--- src/rtl/adder_arbiter_if.sv ---
// adder_arbiter_if: request/result bundle shared by N requesters and one
// downstream consumer around the adder_arbiter. The slave modport is the
// arbiter side; the master modport is the requester/consumer side.
interface adder_arbiter_if #(
    parameter int WIDTH      = 4,
    parameter int REQUESTERS = 4
);
    localparam int ID_W = $clog2(REQUESTERS);

    logic [REQUESTERS-1:0]       requestValid;
    logic [REQUESTERS-1:0]       requestReady;
    logic [REQUESTERS*WIDTH-1:0] requestOperand0;
    logic [REQUESTERS*WIDTH-1:0] requestOperand1;
    logic                        resultValid;
    logic                        resultReady;
    logic [WIDTH-1:0]            result;
    logic                        overflow;
    logic [ID_W-1:0]             resultId;

    modport slave (
        input  requestValid,
        input  requestOperand0,
        input  requestOperand1,
        input  resultReady,
        output requestReady,
        output resultValid,
        output result,
        output overflow,
        output resultId
    );

    modport master (
        output requestValid,
        output requestOperand0,
        output requestOperand1,
        output resultReady,
        input  requestReady,
        input  resultValid,
        input  result,
        input  overflow,
        input  resultId
    );
endinterface

--- src/rtl/adder_arbiter.sv ---
// adder_arbiter: a single signed adder shared round-robin between
// REQUESTERS requesters. One result register with a valid/ready output
// handshake; a drain and a new transfer in the same cycle replace the
// result without a bubble, so one result per cycle is sustained.
// Optional feature: define ADDER_ARBITER_SATURATE_EN to clamp overflowing
// sums to the signed extremes instead of wrapping (overflow still flagged).
module adder_arbiter #(
    parameter int WIDTH      = 4,
    parameter int REQUESTERS = 4
) (
    input  logic              clock,
    input  logic              resetN,
    adder_arbiter_if.slave    arb
);
    localparam int              ID_W    = $clog2(REQUESTERS);
    localparam logic [ID_W-1:0] LAST_ID = ID_W'(REQUESTERS - 1);
    localparam logic [ID_W:0]   N_EXT   = (ID_W+1)'(REQUESTERS);

    // Signed add returning {overflow, sum}; saturates when the feature is on.
    function automatic logic [WIDTH:0] add_checked(
        input logic [WIDTH-1:0] a,
        input logic [WIDTH-1:0] b
    );
        logic [WIDTH-1:0] s;
        logic             o;
        s = a + b;
        o = (a[WIDTH-1] == b[WIDTH-1]) && (s[WIDTH-1] != a[WIDTH-1]);
`ifdef ADDER_ARBITER_SATURATE_EN
        if (o) begin
            // Equal operand signs on overflow: a's sign picks the rail.
            if (a[WIDTH-1]) begin
                s = {1'b1, {(WIDTH-1){1'b0}}};
            end else begin
                s = {1'b0, {(WIDTH-1){1'b1}}};
            end
        end else begin
            s = s;
        end
`endif
        return {o, s};
    endfunction

    logic [ID_W-1:0]       pointer_r;
    logic [ID_W-1:0]       grant_id_s;
    logic [ID_W-1:0]       pointer_next_s;
    logic [ID_W:0]         cand_s;
    logic                  grant_found_s;
    logic                  can_accept_s;
    logic                  transfer_s;
    logic [REQUESTERS-1:0] ready_s;
    logic [WIDTH-1:0]      op0_a [REQUESTERS];
    logic [WIDTH-1:0]      op1_a [REQUESTERS];
    logic [WIDTH-1:0]      sum_s;
    logic                  ovf_s;
    logic [WIDTH-1:0]      result_r;
    logic                  overflow_r;
    logic [ID_W-1:0]       result_id_r;
    logic                  result_valid_r;

    genvar gi;
    generate
        for (gi = 0; gi < REQUESTERS; gi++) begin : g_unpack
            assign op0_a[gi] = arb.requestOperand0[gi*WIDTH +: WIDTH];
            assign op1_a[gi] = arb.requestOperand1[gi*WIDTH +: WIDTH];
        end
    endgenerate

    // Round-robin search: first valid requester at or after the pointer.
    always_comb begin
        grant_found_s = 1'b0;
        grant_id_s    = pointer_r;
        cand_s        = {(ID_W+1){1'b0}};
        for (int k = 0; k < REQUESTERS; k++) begin
            cand_s = {1'b0, pointer_r} + (ID_W+1)'(k);
            if (cand_s >= N_EXT) begin
                cand_s = cand_s - N_EXT;
            end else begin
                cand_s = cand_s;
            end
            if (!grant_found_s && arb.requestValid[cand_s[ID_W-1:0]]) begin
                grant_found_s = 1'b1;
                grant_id_s    = cand_s[ID_W-1:0];
            end else begin
                grant_found_s = grant_found_s;
            end
        end
    end

    // Handshake, transfer decision, next pointer and the adder datapath.
    always_comb begin
        ready_s        = {REQUESTERS{1'b0}};
        can_accept_s   = !result_valid_r || arb.resultReady;
        transfer_s     = grant_found_s && can_accept_s && resetN;
        {ovf_s, sum_s} = add_checked(op0_a[grant_id_s], op1_a[grant_id_s]);
        if (transfer_s) begin
            ready_s[grant_id_s] = 1'b1;
        end else begin
            ready_s = {REQUESTERS{1'b0}};
        end
        if (grant_id_s == LAST_ID) begin
            pointer_next_s = {ID_W{1'b0}};
        end else begin
            pointer_next_s = grant_id_s + {{(ID_W-1){1'b0}}, 1'b1};
        end
    end

    // Result register, valid flag and round-robin pointer.
    always_ff @(posedge clock) begin
        if (!resetN) begin
            result_valid_r <= 1'b0;
            result_r       <= {WIDTH{1'b0}};
            overflow_r     <= 1'b0;
            result_id_r    <= {ID_W{1'b0}};
            pointer_r      <= {ID_W{1'b0}};
        end else if (transfer_s) begin
            result_valid_r <= 1'b1;
            result_r       <= sum_s;
            overflow_r     <= ovf_s;
            result_id_r    <= grant_id_s;
            pointer_r      <= pointer_next_s;
        end else if (arb.resultReady) begin
            result_valid_r <= 1'b0;
        end else begin
            result_valid_r <= result_valid_r;
        end
    end

    assign arb.requestReady = ready_s;
    assign arb.resultValid  = result_valid_r;
    assign arb.result       = result_r;
    assign arb.overflow     = overflow_r;
    assign arb.resultId     = result_id_r;
endmodule

--- src/flat_wrapper.sv ---
// flat-port wrapper written by rule: the top's interface ports become plain ports
module adder_arbiter_flat 
#(
    parameter int WIDTH      = 4,
    parameter int REQUESTERS = 4
)
  (clock, resetN, arb_requestValid, arb_requestOperand0, arb_requestOperand1, arb_resultReady, arb_requestReady, arb_resultValid, arb_result, arb_overflow, arb_resultId);
  adder_arbiter_if #(.WIDTH(WIDTH), .REQUESTERS(REQUESTERS)) arb_i ();
  input  logic clock;
  input  logic resetN;
  input wire logic [$bits(arb_i.requestValid)-1:0] arb_requestValid;
  input wire logic [$bits(arb_i.requestOperand0)-1:0] arb_requestOperand0;
  input wire logic [$bits(arb_i.requestOperand1)-1:0] arb_requestOperand1;
  input wire logic [$bits(arb_i.resultReady)-1:0] arb_resultReady;
  output wire logic [$bits(arb_i.requestReady)-1:0] arb_requestReady;
  output wire logic [$bits(arb_i.resultValid)-1:0] arb_resultValid;
  output wire logic [$bits(arb_i.result)-1:0] arb_result;
  output wire logic [$bits(arb_i.overflow)-1:0] arb_overflow;
  output wire logic [$bits(arb_i.resultId)-1:0] arb_resultId;
  assign arb_i.requestValid = arb_requestValid;
  assign arb_i.requestOperand0 = arb_requestOperand0;
  assign arb_i.requestOperand1 = arb_requestOperand1;
  assign arb_i.resultReady = arb_resultReady;
  assign arb_requestReady = arb_i.requestReady;
  assign arb_resultValid = arb_i.resultValid;
  assign arb_result = arb_i.result;
  assign arb_overflow = arb_i.overflow;
  assign arb_resultId = arb_i.resultId;
  adder_arbiter #(.WIDTH(WIDTH), .REQUESTERS(REQUESTERS)) u_core (.clock(clock), .resetN(resetN), .arb(arb_i));
endmodule
--- config.mk ---
export PLATFORM = sky130hd
export DESIGN_NAME = adder_arbiter_flat
export DESIGN_NICKNAME = d
export VERILOG_FILES = /design/src/rtl/adder_arbiter_if.sv /design/src/rtl/adder_arbiter.sv /design/src/flat_wrapper.sv
export SDC_FILE = /design/constraint.sdc
export NUM_CORES = 1
export LEC_CHECK = 0
export CAP_MARGIN = 10
export CELL_PAD_IN_SITES_DETAIL_PLACEMENT = 0
export CELL_PAD_IN_SITES_GLOBAL_PLACEMENT = 1
export CORE_MARGIN = 2
export CORE_UTILIZATION = 28
export DETAILED_ROUTE_END_ITERATION = 7
export GPL_ROUTABILITY_DRIVEN = 1
export HOLD_SLACK_MARGIN = 0.02
export PLACE_DENSITY = 0.83
export SLEW_MARGIN = 20
export SYNTH_ARGS = -nofsm -noshare
export SYNTH_HDL_FRONTEND = slang
export SYNTH_SLANG_ARGS = --single-unit
--- constraint.sdc ---
create_clock -name clock -period 7.55 [get_ports clock]
set_input_delay 1.51 -clock clock [delete_from_list [all_inputs] [get_ports clock]]
set_output_delay 1.51 -clock clock [all_outputs]
set_load 0.05 [all_outputs]
# Word-level counts from Yosys, hierarchy flattened
# Cells that the tools add are included.
dict set report word_totals {
  regBits 10
}
dict set report classes {
  n_addsub 9
  bitwise_logic 1
  n_eq_ne 3
  magnitude_cmp 11
  n_mux 32
  n_reduce_logical 13
}
# op count
set op_table {}
lappend op_table {{4-bit two-way mux} 5}
lappend op_table {{2-bit two-way mux} 9}
lappend op_table {{4-bit binary-select mux with 2-bit select} 2}
lappend op_table {{2-bit by 3-bit < comparator with 1-bit output, second input constant} 5}
lappend op_table {{3-bit >= comparator, second input constant} 4}
lappend op_table {{1-bit two-way mux} 11}
lappend op_table {{1-bit binary-select mux with 2-bit select} 4}
lappend op_table {{2-bit by 1-bit subtractor with 2-bit output, second input constant} 4}
lappend op_table {{1-bit logical AND} 7}
lappend op_table {{2-bit by 2-bit adder with 3-bit output, second input constant} 2}
lappend op_table {{4-bit adder} 1}
lappend op_table {{1-bit zero test} 4}
lappend op_table {{2-bit by 1-bit adder with 3-bit output, second input constant} 1}
lappend op_table {{2-bit by 3-bit >= comparator with 1-bit output, second input constant} 1}
lappend op_table {{2-bit inverter with 3-bit output} 1}
lappend op_table {{2-bit by 1-bit adder with 2-bit output, second input constant} 1}
lappend op_table {{1-bit demux with 2-bit select} 1}
lappend op_table {{2-bit == test, second input constant} 1}
lappend op_table {{2-bit by 1-bit >= comparator with 1-bit output, second input constant} 1}
lappend op_table {{2-bit nonzero test} 1}
lappend op_table {{1-bit == test} 1}
lappend op_table {{1-bit logical OR} 1}
lappend op_table {{1-bit inequality test} 1}

# Depth between registers and ports, before layout
dict set report logic_depth {
  depth_word 21
  ltp_mapped 11
  depth_no_buf 10
}

# Worst setup path after synthesis
# Ideal clock, no wire load.
dict set report synth_path {
  kind {input port to output port}
  startpoint {input port arb_requestValid[0]}
  endpoint {output port arb_requestReady[3]}
  slack_ns 3.209
  stages 6
  t_required_ns 6.040
  arrival_ns 2.831
  cell_sequence {nor2b_1 -> o21ai_1 -> o221a_4 -> buf_2 -> ha_1 -> and2_1}
}
dict set report synth_between {
  elab_chain_len 17
  elab_cells_between_ends 30
  classes_between {order compare (2); mux (19); reduce/logical (9)}
}
# element line
set synth_lines {}
lappend synth_lines {{from (decl)} flat_wrapper.sv:11} ;# input wire logic [$bits(arb_i.requestValid)-1:0] arb_requestValid;
lappend synth_lines {{1-bit binary-select mux with 2-bit select} adder_arbiter.sv:80} ;# if (!grant_found_s && arb.requestValid[cand_s[ID_W-1:0]]) begin
lappend synth_lines {{1-bit two-way mux (not written as such)} adder_arbiter.sv:80}
lappend synth_lines {{1-bit two-way mux} adder_arbiter.sv:80}
lappend synth_lines {{1-bit zero test} adder_arbiter.sv:80}
lappend synth_lines {{1-bit logical AND} adder_arbiter.sv:80}
lappend synth_lines {{1-bit two-way mux} adder_arbiter.sv:80}
lappend synth_lines {{1-bit zero test} adder_arbiter.sv:80}
lappend synth_lines {{1-bit logical AND} adder_arbiter.sv:80}
lappend synth_lines {{(+2 left out)} n/a}
lappend synth_lines {{1-bit logical AND} adder_arbiter.sv:80}
lappend synth_lines {{2-bit two-way mux *} adder_arbiter.sv:80}
lappend synth_lines {{via u_core.grant_id_s[0]} adder_arbiter.sv:44} ;# logic [ID_W-1:0] grant_id_s;
lappend synth_lines {{2-bit by 3-bit < comparator with 1-bit output (not written as such) or 2-bit by 1-bit >= comparator with 1-bit output (tied branches)} adder_arbiter.sv:96} ;# ready_s[grant_id_s] = 1'b1;
lappend synth_lines {{1-bit logical AND (not written as such)} adder_arbiter.sv:96}
lappend synth_lines {{1-bit two-way mux (not written as such)} adder_arbiter.sv:96}
lappend synth_lines {{1-bit demux with 2-bit select *} n/a}
lappend synth_lines {{4-bit two-way mux *} adder_arbiter.sv:95} ;# if (transfer_s) begin
lappend synth_lines {{to (decl)} flat_wrapper.sv:15} ;# output wire logic [$bits(arb_i.requestReady)-1:0] arb_requestReady;
# Mark *: on every way through the listed nets, which the timed path passes. The rest lies on a longest branch. The select of a mux whose other input is x is not followed.

# Final worst setup path
dict set report layout_path {
  startpoint {input port arb_requestValid[2]}
  endpoint {output port arb_requestReady[1]}
}
# Same word-level chain as after synthesis.

==> impl_metrics.env <==
export IMPL_timing_final_setup_violations=0
export IMPL_fillers=301
export IMPL_dr_wl_met2_um=1046
export IMPL_peakVddDrop_mv=0.06462
export IMPL_worst_path_max_delay_cell="sky130_fd_sc_hd__clkdlybuf4s50_1"
export IMPL_met1_wire_length_um=964
export IMPL_storage_cell_area_um2=200.2
export IMPL_vias_per_cell=4.960
export IMPL_synth_top_area_share_pct=23.09
export IMPL_cts_buffer_depth=2
export IMPL_yosys_top_cells_area="sky130_fd_sc_hd__dfxtp_1 23%, sky130_fd_sc_hd__mux4_2 13%, sky130_fd_sc_hd__mux2i_1 10%"
export IMPL_slew_violations=0
export IMPL_grt_setup_unrepaired="false"
export IMPL_fraction_of_layout_instances_using_a_drive_strength_above_1_pct=8.333
export IMPL_cp_required_ps=6040
export IMPL_worstPathCellList="clkdlybuf4s50_1 -> o311ai_0 -> nand2_1 -> inv_1 -> ha_1 -> and2_1 -> clkdlybuf4s50_1"
export IMPL_regToRegStartpoint="u_core.pointer_r[1]"
export IMPL_worst_path_most_repeated_cell="sky130_fd_sc_hd__clkdlybuf4s50_1"
export IMPL_yosysTopAreaCell="sky130_fd_sc_hd__dfxtp_1"
export IMPL_cts_post_setup_buffers_inserted=0
export IMPL_synthToLayoutAreaGrowth_pct=64.79
export IMPL_maximum_single_stage_delay_on_the_critical_path_ps=790
export IMPL_max_cap_violations=0
export IMPL_synth_seq_area_share_pct=23.09
export IMPL_io_buffer_count=50
export IMPL_finalWirelength_um=2242
export IMPL_initial_antenna_violation_count=0
export IMPL_ys_warnings_count=0
export IMPL_cts_repair_resized=0
export IMPL_timing_max_slew_rel_slack_pct=64.89
export IMPL_critical_path_max_fanout=11
export IMPL_timing_critical_path_arrival_ps=4060
export IMPL_worst_hold_startpoint="u_core.arb.result[3]"
export IMPL_worstMarginPinSlew_ps=525.3
export IMPL_num_io_pins=51
export IMPL_cts_tree="built"
export IMPL_power_total_mw=0.3477
export IMPL_placed_cell_area_um2=1393
export IMPL_timing_worst_setup_path_type="input pin to primary output"
export IMPL_power_density_cell_area_nw_per_um2=243.4
export IMPL_globalRoute_totalOverflow=0
export IMPL_avgRoutedWirePerCell_um=12.67
export IMPL_cp_end_kind="primary output"
export IMPL_postRouteAntennaNets=0
export IMPL_register_bit_count_reported_by_yosys=10
export IMPL_die_height_um=59.65
export IMPL_overall_die_area_um2=3558
export IMPL_cts_bufs_inserted=3
export IMPL_final_hold_viols=0
export IMPL_routed_via_count=878
export IMPL_post_dp_hpwl_um=1856
export IMPL_cts_root_buf="sky130_fd_sc_hd__clkbuf_4"
export IMPL_insertion_delay_ps=260
export IMPL_synthesis_area_um2=867.1
export IMPL_dr_wl_met3_um=223
export IMPL_area_of_combinational_cells_with_multiple_inputs_um2=624.3
export IMPL_max_freq_ghz=0.1795
export IMPL_cts_hold_buf=0
export IMPL_cts_sinks=10
export IMPL_route_detailed_drc=0
export IMPL_placedCellCount=173
export IMPL_leakage_nw=0.5971
export IMPL_synth_cell_type_count=30
export IMPL_mean_instance_size_in_the_synthesized_netlist_um2=9.224
export IMPL_reg2reg_to="u_core.arb.result[3]"
export IMPL_cts_clk_slew_worst_paths_ps=60
export IMPL_finalCriticalPeriod_ps=5570
export IMPL_instances_no_fill=177
export IMPL_dr_first_iter_drc_count=24
export IMPL_rr_worst_depth=10
export IMPL_clock_skew_ps=2.212
export IMPL_htree_levels=1
export IMPL_layout_cell_area_non_filler_um2=1429
export IMPL_num_rows=20
export IMPL_layout_worst_path_cycle_share_pct=73.77
export IMPL_grt_first_pass_wirelength_um=3663
export IMPL_global_route_usage_total_pct=13.49
export IMPL_first_global_vias=899
export IMPL_netlist_top_cells_count="10 x sky130_fd_sc_hd__dfxtp_1, 10 x sky130_fd_sc_hd__nand2_1, 9 x sky130_fd_sc_hd__mux2i_1, 9 x sky130_fd_sc_hd__nand3_1, 7 x sky130_fd_sc_hd__ha_1"
export IMPL_hold_path_depth=2
export IMPL_gp_congestion=0.8002
export IMPL_highest_metal_layer_with_signal_wires="met4"
export IMPL_setup_slack_ps=1980
export IMPL_fp_dieW_um=59.65
export IMPL_finish_net_count=192
export IMPL_grt_start_max_net_pins=15
export IMPL_setup_tns_ps=0
export IMPL_synth_nets=141
export IMPL_initial_core_util_pct=28.88
export IMPL_diodes=0
export IMPL_hold_class="flip-flop to flip-flop"
export IMPL_synth_edff_count=0
export IMPL_fp_coreArea_um2=3003
export IMPL_r2r_slack_ps=4670
export IMPL_first_drt_pass_iteration_count=4
export IMPL_outcome="completed"
export IMPL_critPathLaunchType="input pin"
export IMPL_synth_async_reset_ratio_pct=0
export IMPL_pre_cts_slack_ps=2027
export IMPL_synth_top_flop_cell="sky130_fd_sc_hd__dfxtp_1"
export IMPL_hold_end="u_core.arb.result[3]"
export IMPL_netlist_instances=94
-- sequential cells by signal, summed over array words and instances (netlist names) --
signal and flops:
u_core.arb.result 4, u_core.arb.resultValid 1, u_core.arb.overflow 1, u_core.pointer_r 2
u_core.arb.resultId 2
-- per-layer routing --
| metal | up-vias | GRT usage, % |
|---|---|---|
| li1 | 437 | - |
| met1 | 394 | 15.37 |
| met2 | 45 | 24.69 |
| met3 | 2 | 3.247 |
| met4 | 0 | 3.810 |
| met5 | - | 0 |
-- cell families after synthesis --
family / count (synthesis) / synth area share (%)
DFF: 10 / 23.09
xor gates and xnor gates: 2 / 3.752
and+or+nand+nor: 34 / 20.06
muxes: 14 / 23.38
AOI/OAI and AO/OA: 15 / 12.41
adders and majority gates: 8 / 12.41
buffers and inverters: 11 / 4.905
-- cell usage in the layout (no fill, tap or decap), types with 2 or more instances in the layout --
| cell type | instances |
|---|---|
| sky130_fd_sc_hd__a21oi_1 | 3 |
| sky130_fd_sc_hd__and2_1 | 4 |
| sky130_fd_sc_hd__clkbuf_4 | 3 |
| sky130_fd_sc_hd__clkdlybuf4s50_1 | 50 |
| sky130_fd_sc_hd__dfxtp_1 | 10 |
| sky130_fd_sc_hd__ha_1 | 7 |
| sky130_fd_sc_hd__inv_1 | 6 |
| sky130_fd_sc_hd__mux2i_1 | 9 |
| sky130_fd_sc_hd__mux4_2 | 5 |
| sky130_fd_sc_hd__nand2_1 | 10 |
| sky130_fd_sc_hd__nand3_1 | 9 |
| sky130_fd_sc_hd__nor2_1 | 2 |
| sky130_fd_sc_hd__nor2b_1 | 4 |
| sky130_fd_sc_hd__o21ai_0 | 4 |
| sky130_fd_sc_hd__o21ai_1 | 2 |
-- per-stage QoR --
step	hold slack, ps	util, %
floorplan	489.3	-
global route	481.5	47.58
CTS	467.1	47.58
detailed placement	455.0	46.38
global placement	455.9	46.38
finish	462.7	47.58
-- worst max-delay path by stage --
stage / start / endpoint / slack, ps / cells after the start
after floorplan: arb_requestValid[0] / arb_requestReady[3] / 3210 / 6
after detailed placement: arb_requestValid[2] / arb_requestReady[1] / 2030 / 7
after CTS: arb_requestValid[2] / arb_requestReady[1] / 2020 / 7
after global routing: arb_requestValid[3] / arb_requestReady[1] / 1860 / 7
after global placement: arb_requestValid[2] / arb_requestReady[0] / 2100 / 7
final: arb_requestValid[2] / arb_requestReady[1] / 1980 / 7
-- report_power, final --
| group | switching, mW | internal (mW) |
|---|---|---|
| logic | 0.118 | 0.105 |
| registers | 0.0102 | 0.0671 |
| clock network | 0.0183 | 0.0293 |
| total | 0.147 | 0.201 |
-- cell type report --
cell class,instances,share of cell area (%)
Tap cell,33,2.890
Timing Repair Buffer,50,35.03
Sequential cell,10,14.01
Clock buffer,4,2.539
Multi-Input combinational cell,73,43.70
Inverter,7,1.839
-- critical path, delay by kind of cell --
family,cells,cell delay [ps]
adders and majority gates,1,160
buffers and inverters,3,1480
and+or+nand+nor,2,520
AOI/OAI and AO/OA,1,370
Note: power is estimated with default switching activity, not from simulation.
